==> src/rtl/cast128_cbc_ctrl_if.sv <==
`timescale 1ns/1ps
// cast128_cbc_ctrl_if: host-side and core-side signal bundle for the CBC
// front-end. The master modport is the environment (host plus CAST128 core);
// the slave modport is the chaining controller itself.
// Build macro CBC_ECB_MODE_EN adds the per-block ECB bypass input.
interface cast128_cbc_ctrl_if;
    // host side
    logic         IVrdy;
    logic [63:0]  IVin;
    logic         Krdy;
    logic [127:0] Kin;
    logic         Drdy;
    logic         EncDec;
    logic [63:0]  Din;
`ifdef CBC_ECB_MODE_EN
    logic         ECB;
`endif
    logic         BSY;
    logic         Dvld;
    logic [63:0]  Dout;
    logic         ERR;
    // core side
    logic         core_Krdy;
    logic [127:0] core_Kin;
    logic         core_Drdy;
    logic         core_EncDec;
    logic [63:0]  core_Din;
    logic         core_Kvld;
    logic         core_Dvld;
    logic [63:0]  core_Dout;

    modport master (
        output IVrdy, IVin, Krdy, Kin, Drdy, EncDec, Din,
`ifdef CBC_ECB_MODE_EN
        output ECB,
`endif
        input  BSY, Dvld, Dout, ERR,
        input  core_Krdy, core_Kin, core_Drdy, core_EncDec, core_Din,
        output core_Kvld, core_Dvld, core_Dout
    );

    modport slave (
        input  IVrdy, IVin, Krdy, Kin, Drdy, EncDec, Din,
`ifdef CBC_ECB_MODE_EN
        input  ECB,
`endif
        output BSY, Dvld, Dout, ERR,
        output core_Krdy, core_Kin, core_Drdy, core_EncDec, core_Din,
        input  core_Kvld, core_Dvld, core_Dout
    );
endinterface

==> src/rtl/cast128_cbc_ctrl.sv <==
`timescale 1ns/1ps
// cast128_cbc_ctrl: CBC chaining controller sitting in front of a CAST128
// core. Host blocks are XORed with the chain value (encrypt) before issue,
// core results are XORed with the chain value (decrypt) on return, and key
// loads are forwarded with key-validity tracking. A stalled core is detected
// with a bounded wait counter.
// Build macro CBC_ECB_MODE_EN adds an ECB input that bypasses chaining.
module cast128_cbc_ctrl #(
    parameter int TIMEOUT = 32
) (
    input  logic              CLK,
    input  logic              RST,
    cast128_cbc_ctrl_if.slave bus
);
    localparam logic [7:0] TMO_LAST = 8'(TIMEOUT - 1);

    typedef enum logic [1:0] {
        IDLE  = 2'd0,
        ISSUE = 2'd1,
        WAIT  = 2'd2
    } state_t;

    state_t       state;
    state_t       state_n;

    logic [63:0]  chain;
    logic [63:0]  iv;
    logic [63:0]  din_l;
    logic [63:0]  dout_r;
    logic [63:0]  core_din_r;
    logic [127:0] core_kin_r;
    logic         key_valid;
    logic         kpend;
    logic         err_r;
    logic         dvld_r;
    logic         core_krdy_r;
    logic         dec_l;
    logic         ecb_l;
    logic [7:0]   wait_cnt;
    logic         ecb_in;

    // decoded events for the current cycle
    logic         take_iv;
    logic         take_key;
    logic         take_blk;
    logic         drop_blk;
    logic         take_rsp;
    logic         tmo;

    // Chain XOR, skipped when the side in question does not chain.
    function automatic logic [63:0] chain_xor(input logic [63:0] data,
                                              input logic [63:0] cv,
                                              input logic        bypass);
        return bypass ? data : (data ^ cv);
    endfunction

`ifdef CBC_ECB_MODE_EN
    assign ecb_in = bus.ECB;
`else
    assign ecb_in = 1'b0;
`endif

    // State register.
    always_ff @(posedge CLK) begin
        if (RST) begin
            state <= IDLE;
        end else begin
            state <= state_n;
        end
    end

    // Next state and event decode; in IDLE only the highest-priority request wins.
    always_comb begin
        state_n  = state;
        take_iv  = 1'b0;
        take_key = 1'b0;
        take_blk = 1'b0;
        drop_blk = 1'b0;
        take_rsp = 1'b0;
        tmo      = 1'b0;
        case (state)
            IDLE: begin
                if (bus.IVrdy) begin
                    take_iv = 1'b1;
                end else if (bus.Krdy) begin
                    take_key = 1'b1;
                end else if (bus.Drdy) begin
                    if (key_valid && !kpend) begin
                        take_blk = 1'b1;
                        state_n  = ISSUE;
                    end else begin
                        drop_blk = 1'b1;
                    end
                end
            end
            ISSUE: begin
                state_n = WAIT;
            end
            WAIT: begin
                if (bus.core_Dvld) begin
                    take_rsp = 1'b1;
                    state_n  = IDLE;
                end else if (wait_cnt == TMO_LAST) begin
                    tmo     = 1'b1;
                    state_n = IDLE;
                end
            end
            default: begin
                state_n = IDLE;
            end
        endcase
    end

    // Key tracking: a new load invalidates the key until the core reports completion.
    always_ff @(posedge CLK) begin
        if (RST) begin
            key_valid   <= 1'b0;
            kpend       <= 1'b0;
            core_krdy_r <= 1'b0;
            core_kin_r  <= '0;
        end else begin
            core_krdy_r <= take_key;
            if (take_key) begin
                core_kin_r <= bus.Kin;
                key_valid  <= 1'b0;
                kpend      <= 1'b1;
            end else if (kpend && bus.core_Kvld) begin
                key_valid <= 1'b1;
                kpend     <= 1'b0;
            end
        end
    end

    // Block path: latch and pre-XOR on accept, post-XOR and chain update on result.
    always_ff @(posedge CLK) begin
        if (RST) begin
            chain      <= '0;
            iv         <= '0;
            din_l      <= '0;
            dec_l      <= 1'b0;
            ecb_l      <= 1'b0;
            core_din_r <= '0;
            dout_r     <= '0;
            dvld_r     <= 1'b0;
            err_r      <= 1'b0;
            wait_cnt   <= '0;
        end else begin
            dvld_r <= take_rsp;
            if (take_iv) begin
                chain <= bus.IVin;
                iv    <= bus.IVin;
                err_r <= 1'b0;
            end
            if (drop_blk) begin
                err_r <= 1'b1;
            end
            if (take_blk) begin
                din_l      <= bus.Din;
                dec_l      <= bus.EncDec;
                ecb_l      <= ecb_in;
                core_din_r <= chain_xor(bus.Din, chain, bus.EncDec || ecb_in);
            end
            if (state == ISSUE) begin
                wait_cnt <= '0;
            end else if (state == WAIT) begin
                wait_cnt <= wait_cnt + 8'd1;
            end
            if (take_rsp) begin
                dout_r <= chain_xor(bus.core_Dout, chain, !dec_l || ecb_l);
                if (!ecb_l) begin
                    chain <= dec_l ? din_l : bus.core_Dout;
                end
            end
            if (tmo) begin
                err_r <= 1'b1;
                chain <= iv;
            end
        end
    end

    assign bus.BSY         = (state != IDLE) || kpend;
    assign bus.Dvld        = dvld_r;
    assign bus.Dout        = dout_r;
    assign bus.ERR         = err_r;
    assign bus.core_Krdy   = core_krdy_r;
    assign bus.core_Kin    = core_kin_r;
    assign bus.core_Drdy   = (state == ISSUE);
    assign bus.core_EncDec = dec_l;
    assign bus.core_Din    = core_din_r;
endmodule

==> src/flat_wrapper.sv <==
// flat-port wrapper written by rule: the top's interface ports become plain ports
module cast128_cbc_ctrl_flat 
#(
    parameter int TIMEOUT = 32
)
  (CLK, RST, bus_IVrdy, bus_IVin, bus_Krdy, bus_Kin, bus_Drdy, bus_EncDec, bus_Din, bus_BSY, bus_Dvld, bus_Dout, bus_ERR, bus_core_Krdy, bus_core_Kin, bus_core_Drdy, bus_core_EncDec, bus_core_Din, bus_core_Kvld, bus_core_Dvld, bus_core_Dout);
  cast128_cbc_ctrl_if bus_i ();
  input  logic CLK;
  input  logic RST;
  input wire logic [$bits(bus_i.IVrdy)-1:0] bus_IVrdy;
  input wire logic [$bits(bus_i.IVin)-1:0] bus_IVin;
  input wire logic [$bits(bus_i.Krdy)-1:0] bus_Krdy;
  input wire logic [$bits(bus_i.Kin)-1:0] bus_Kin;
  input wire logic [$bits(bus_i.Drdy)-1:0] bus_Drdy;
  input wire logic [$bits(bus_i.EncDec)-1:0] bus_EncDec;
  input wire logic [$bits(bus_i.Din)-1:0] bus_Din;
  output wire logic [$bits(bus_i.BSY)-1:0] bus_BSY;
  output wire logic [$bits(bus_i.Dvld)-1:0] bus_Dvld;
  output wire logic [$bits(bus_i.Dout)-1:0] bus_Dout;
  output wire logic [$bits(bus_i.ERR)-1:0] bus_ERR;
  output wire logic [$bits(bus_i.core_Krdy)-1:0] bus_core_Krdy;
  output wire logic [$bits(bus_i.core_Kin)-1:0] bus_core_Kin;
  output wire logic [$bits(bus_i.core_Drdy)-1:0] bus_core_Drdy;
  output wire logic [$bits(bus_i.core_EncDec)-1:0] bus_core_EncDec;
  output wire logic [$bits(bus_i.core_Din)-1:0] bus_core_Din;
  input wire logic [$bits(bus_i.core_Kvld)-1:0] bus_core_Kvld;
  input wire logic [$bits(bus_i.core_Dvld)-1:0] bus_core_Dvld;
  input wire logic [$bits(bus_i.core_Dout)-1:0] bus_core_Dout;
  assign bus_i.IVrdy = bus_IVrdy;
  assign bus_i.IVin = bus_IVin;
  assign bus_i.Krdy = bus_Krdy;
  assign bus_i.Kin = bus_Kin;
  assign bus_i.Drdy = bus_Drdy;
  assign bus_i.EncDec = bus_EncDec;
  assign bus_i.Din = bus_Din;
  assign bus_BSY = bus_i.BSY;
  assign bus_Dvld = bus_i.Dvld;
  assign bus_Dout = bus_i.Dout;
  assign bus_ERR = bus_i.ERR;
  assign bus_core_Krdy = bus_i.core_Krdy;
  assign bus_core_Kin = bus_i.core_Kin;
  assign bus_core_Drdy = bus_i.core_Drdy;
  assign bus_core_EncDec = bus_i.core_EncDec;
  assign bus_core_Din = bus_i.core_Din;
  assign bus_i.core_Kvld = bus_core_Kvld;
  assign bus_i.core_Dvld = bus_core_Dvld;
  assign bus_i.core_Dout = bus_core_Dout;
  cast128_cbc_ctrl #(.TIMEOUT(TIMEOUT)) u_core (.CLK(CLK), .RST(RST), .bus(bus_i));
endmodule
==> config.mk <==
export PLATFORM = sky130hd
export DESIGN_NAME = cast128_cbc_ctrl_flat
export DESIGN_NICKNAME = d
export VERILOG_FILES = /design/src/rtl/cast128_cbc_ctrl_if.sv /design/src/rtl/cast128_cbc_ctrl.sv /design/src/flat_wrapper.sv
export SDC_FILE = /design/constraint.sdc
export NUM_CORES = 1
export LEC_CHECK = 0
export ABC_AREA = 0
export CORE_AREA = 2 2 228 230
export CTS_CLUSTER_SIZE = 40
export DETAILED_ROUTE_END_ITERATION = 16
export DIE_AREA = 0 0 230 232
export DONT_BUFFER_PORTS = 1
export PLACE_DENSITY_LB_ADDON = 0.05
export SLEW_MARGIN = 5
export SYNTH_ARGS = -nofsm -noshare
export SYNTH_HDL_FRONTEND = slang
export SYNTH_SLANG_ARGS = --single-unit
==> constraint.sdc <==
create_clock -name CLK -period 1.75 [get_ports CLK]
set_input_delay 0.35 -clock CLK [delete_from_list [all_inputs] [get_ports CLK]]
set_output_delay 0.35 -clock CLK [all_outputs]
set_load 0.05 [all_outputs]
==> metrics, run 1 <==
status finished with violations; failing checks negative hold slack, negative setup slack; Overflow after GRT 0; EDFF count, synth 0; die footprint 53400 um2; CP endpoint kind flip-flop; Placed Cells 2693; PD cells between 900 and 1000 nW/um2; Via density 5.40; non-filler cells in the finished layout 3107; Worst path max stage delay 390 ps; Pre-Repair DR Iteration Count 5; CP Class reg -> reg; Syn Nets roughly 2400; Avg Cell Area, Syn 8.96 um2; synth warn 0; Synth Flop Type dfxtp_1; Synth Instances 2119; clock network power share 0.447; MaxCap Viol Count 0; mapped cell area 19000 um2; vias in the first global route 16100; htree depth 2; Distinct cells, synth 35; Psw ~6.3 mW; Layout fillers around 4700; GRT Total Usage 0.247; worst-skew pair later-pin latency 600 ps; register area between 9000 and 10000 um2; initial antenna violation count 2; per-cell routed wire length 23.8 um; drt total wl 73.9 mm; GPL Wtd Cong 0.807; worst vdd ir 0.000826 V; max-slew violations 0; Hold Path Class in -> reg; CTS tree done; Int Pwr 18.7 mW; crit path max fanout 19; Final Skew 25.6 ps; clock-pin slew on the worst setup and hold paths 60 ps; CTS Root Buffer Type clkbuf_16; commonest non-fill, non-tap cell in the layout dfxtp_1; CP cell instances buf_6 > and3b_4 > a311o_2 > buf_6 > clkbuf_16 > buf_16 > a311oi_1; worst setup margin -164 ps; num ports 590; die height about 230 um; register bit total from synthesis 464; sequential-to-total area share from yosys stat 0.489; share of layout cells above drive strength 1 0.176; Residual DRC 0; Slew @ Worst Pin about 670 ps; area of the multi-input gates 9630 um2; DP Wirelength 43.0 mm; Fin Hold WS -131 ps; Syn-to-layout area delta 39.9%; vias 16800; Worst Setup Start Kind flip-flop; CP arrival 2390 ps; DR iter-0 viols 1071; maximum buffer depth of the clock tree 3; Highest Clock Rate 522 MHz; Rows 83; most frequent cells in the layout dfxtp_1 (458), nand2_1 (407), dlygate4sd3_1 (242); Most common cell on crit path buf_6; endpoints failing hold 72; Sw Share 0.252; RSZ-0062 raised after global routing true; first-pass GRT wire length 102 mm; P_leak 9.25 nW; CTS Buf Count 51; CTS sink count 464; period utilization 1.09; final setup vio count 72; Horiz. Die Dim ~230 um; Reg power frac 0.471; Logic pwr share 0.082; ys async rst share 0; Total Nets Final 2715; Crit-path slowest cell a311o_2; Slew headroom 0.554; min Tclk post-route 1910 ps; IO buf count 0; pin count of the biggest net entering global routing 330; Starting Density 0.373; Worst Path Required 2230 ps; core area between 50000 and 60000 um2; Tot Pwr 24.9 mW; Final ANT Viol Nets 0
[metrics by stage]
stage	utilization	setup TNS, ps	area, um2	setup slack [ps]
final	0.522	-7320	26500	-164
after global routing	0.522	-13380	26500	-254
after CTS	0.491	-6600	25000	-146
after detailed placement	0.395	-4990	20100	-147
after global placement	0.395	-337	20100	-28.2
after floorplan	-	-272	19000	-9.13
[worst max-delay path: cells and delay by family, from the launching register on]
kind	cells	cell delay [ps]
buffers and inverters	4	620
AOI/OAI and AO/OA	2	600
and+or+nand+nor	1	230
DFF	1	340
[metal layers]
layer,vias to the layer above,wire length [um],global-route usage
li1,7923,-,-
met1,8139,29700,0.296
met2,576,36400,0.418
met3,133,4870,0.0603
met4,0,2930,0.111
met5,-,0,0
[registers in the layout, indices dropped and copies added (netlist names)]
name	flops
u_core.bus.Dout	64
u_core.bus.Dvld	1
u_core.bus.ERR	1
u_core.bus.core_Din	64
u_core.bus.core_EncDec	1
u_core.bus.core_Kin	128
u_core.bus.core_Krdy	1
u_core.chain	64
u_core.din_l	64
u_core.iv	64
u_core.key_valid	1
u_core.kpend	1
u_core.state	2
u_core.wait_cnt	8
[cell usage after synthesis, drive strengths merged (5+ instances only)]
cell,n,share of area
xor2,70,0.032
a21oi,133,0.035
dfxtp,464,0.49
a22o,128,0.059
nor2,202,0.040
nor2b,68,0.022
nand2,453,0.090
buf,73,0.019
a211oi,128,0.051
nand4,5,0.0016
mux2i,65,0.034
a311oi,63,0.039
o211ai,63,0.025
xnor2,65,0.030
clkbuf,116,0.023
[power by group through the flow]
stage / combinational [mW] / clock (mW) / sequential, mW
2_1_floorplan: 1.03 / 0 / 11.9
3_3_place_gp: 1.18 / 0 / 11.9
3_5_place_dp: 1.20 / 0 / 11.9
4_1_cts: 1.82 / 11.4 / 11.7
5_1_grt: 2.19 / 11.8 / 11.8
6_report: 2.04 / 11.1 / 11.7
[final timing paths]
path | startpoint | to | slack [ps] | depth (start not counted)
worst max-delay path | u_core.state[0] | u_core.chain[28] | -160 | 7
worst max register to register | u_core.state[0] | u_core.chain[28] | -160 | 7
worst min register to register | u_core.din_l[36] | u_core.din_l[36] | 450 | 2
worst min-delay path | RST | u_core.bus.core_Din[4] | -130 | 1
[logic make-up (layout without fill, tap and decap cells)]
family,after synthesis,count (layout),synth area share
mux,65,65,0.0343
fa+ha+maj,1,1,0.000659
buf+inv,191,497,0.0419
flops,464,464,0.489
compound gates,519,519,0.211
other cells,0,2,0
simple gates,744,744,0.161
xor+xnor,135,135,0.0623
[repair_timing]
item                                   CTS  global route
gates resized for setup                 81           168
pin swaps                               14            98
hold buffers                           230            12
gates cloned                            12            33
setup buffers                           19            18
endpoints found under the hold margin  455           263
setup endpoints to repair               67           304
[area by class of cell]
class | count | area share
diodes | 2 | 0.000189
clock inverters | 16 | 0.00891
clock buffers | 76 | 0.0558
well taps | 680 | 0.0320
flip-flops and latches | 464 | 0.350
inverters | 2 | 0.000283
repair buffers | 403 | 0.190
multi-input cells | 1464 | 0.363
(Power assumes the default switching activity.)
==> run 2, diff against run 1 <==
SLEW_MARGIN = not set   (was 5)
==> results of run 2 <==
No change in the layout: final DEF, timing and power equal those of run 1.
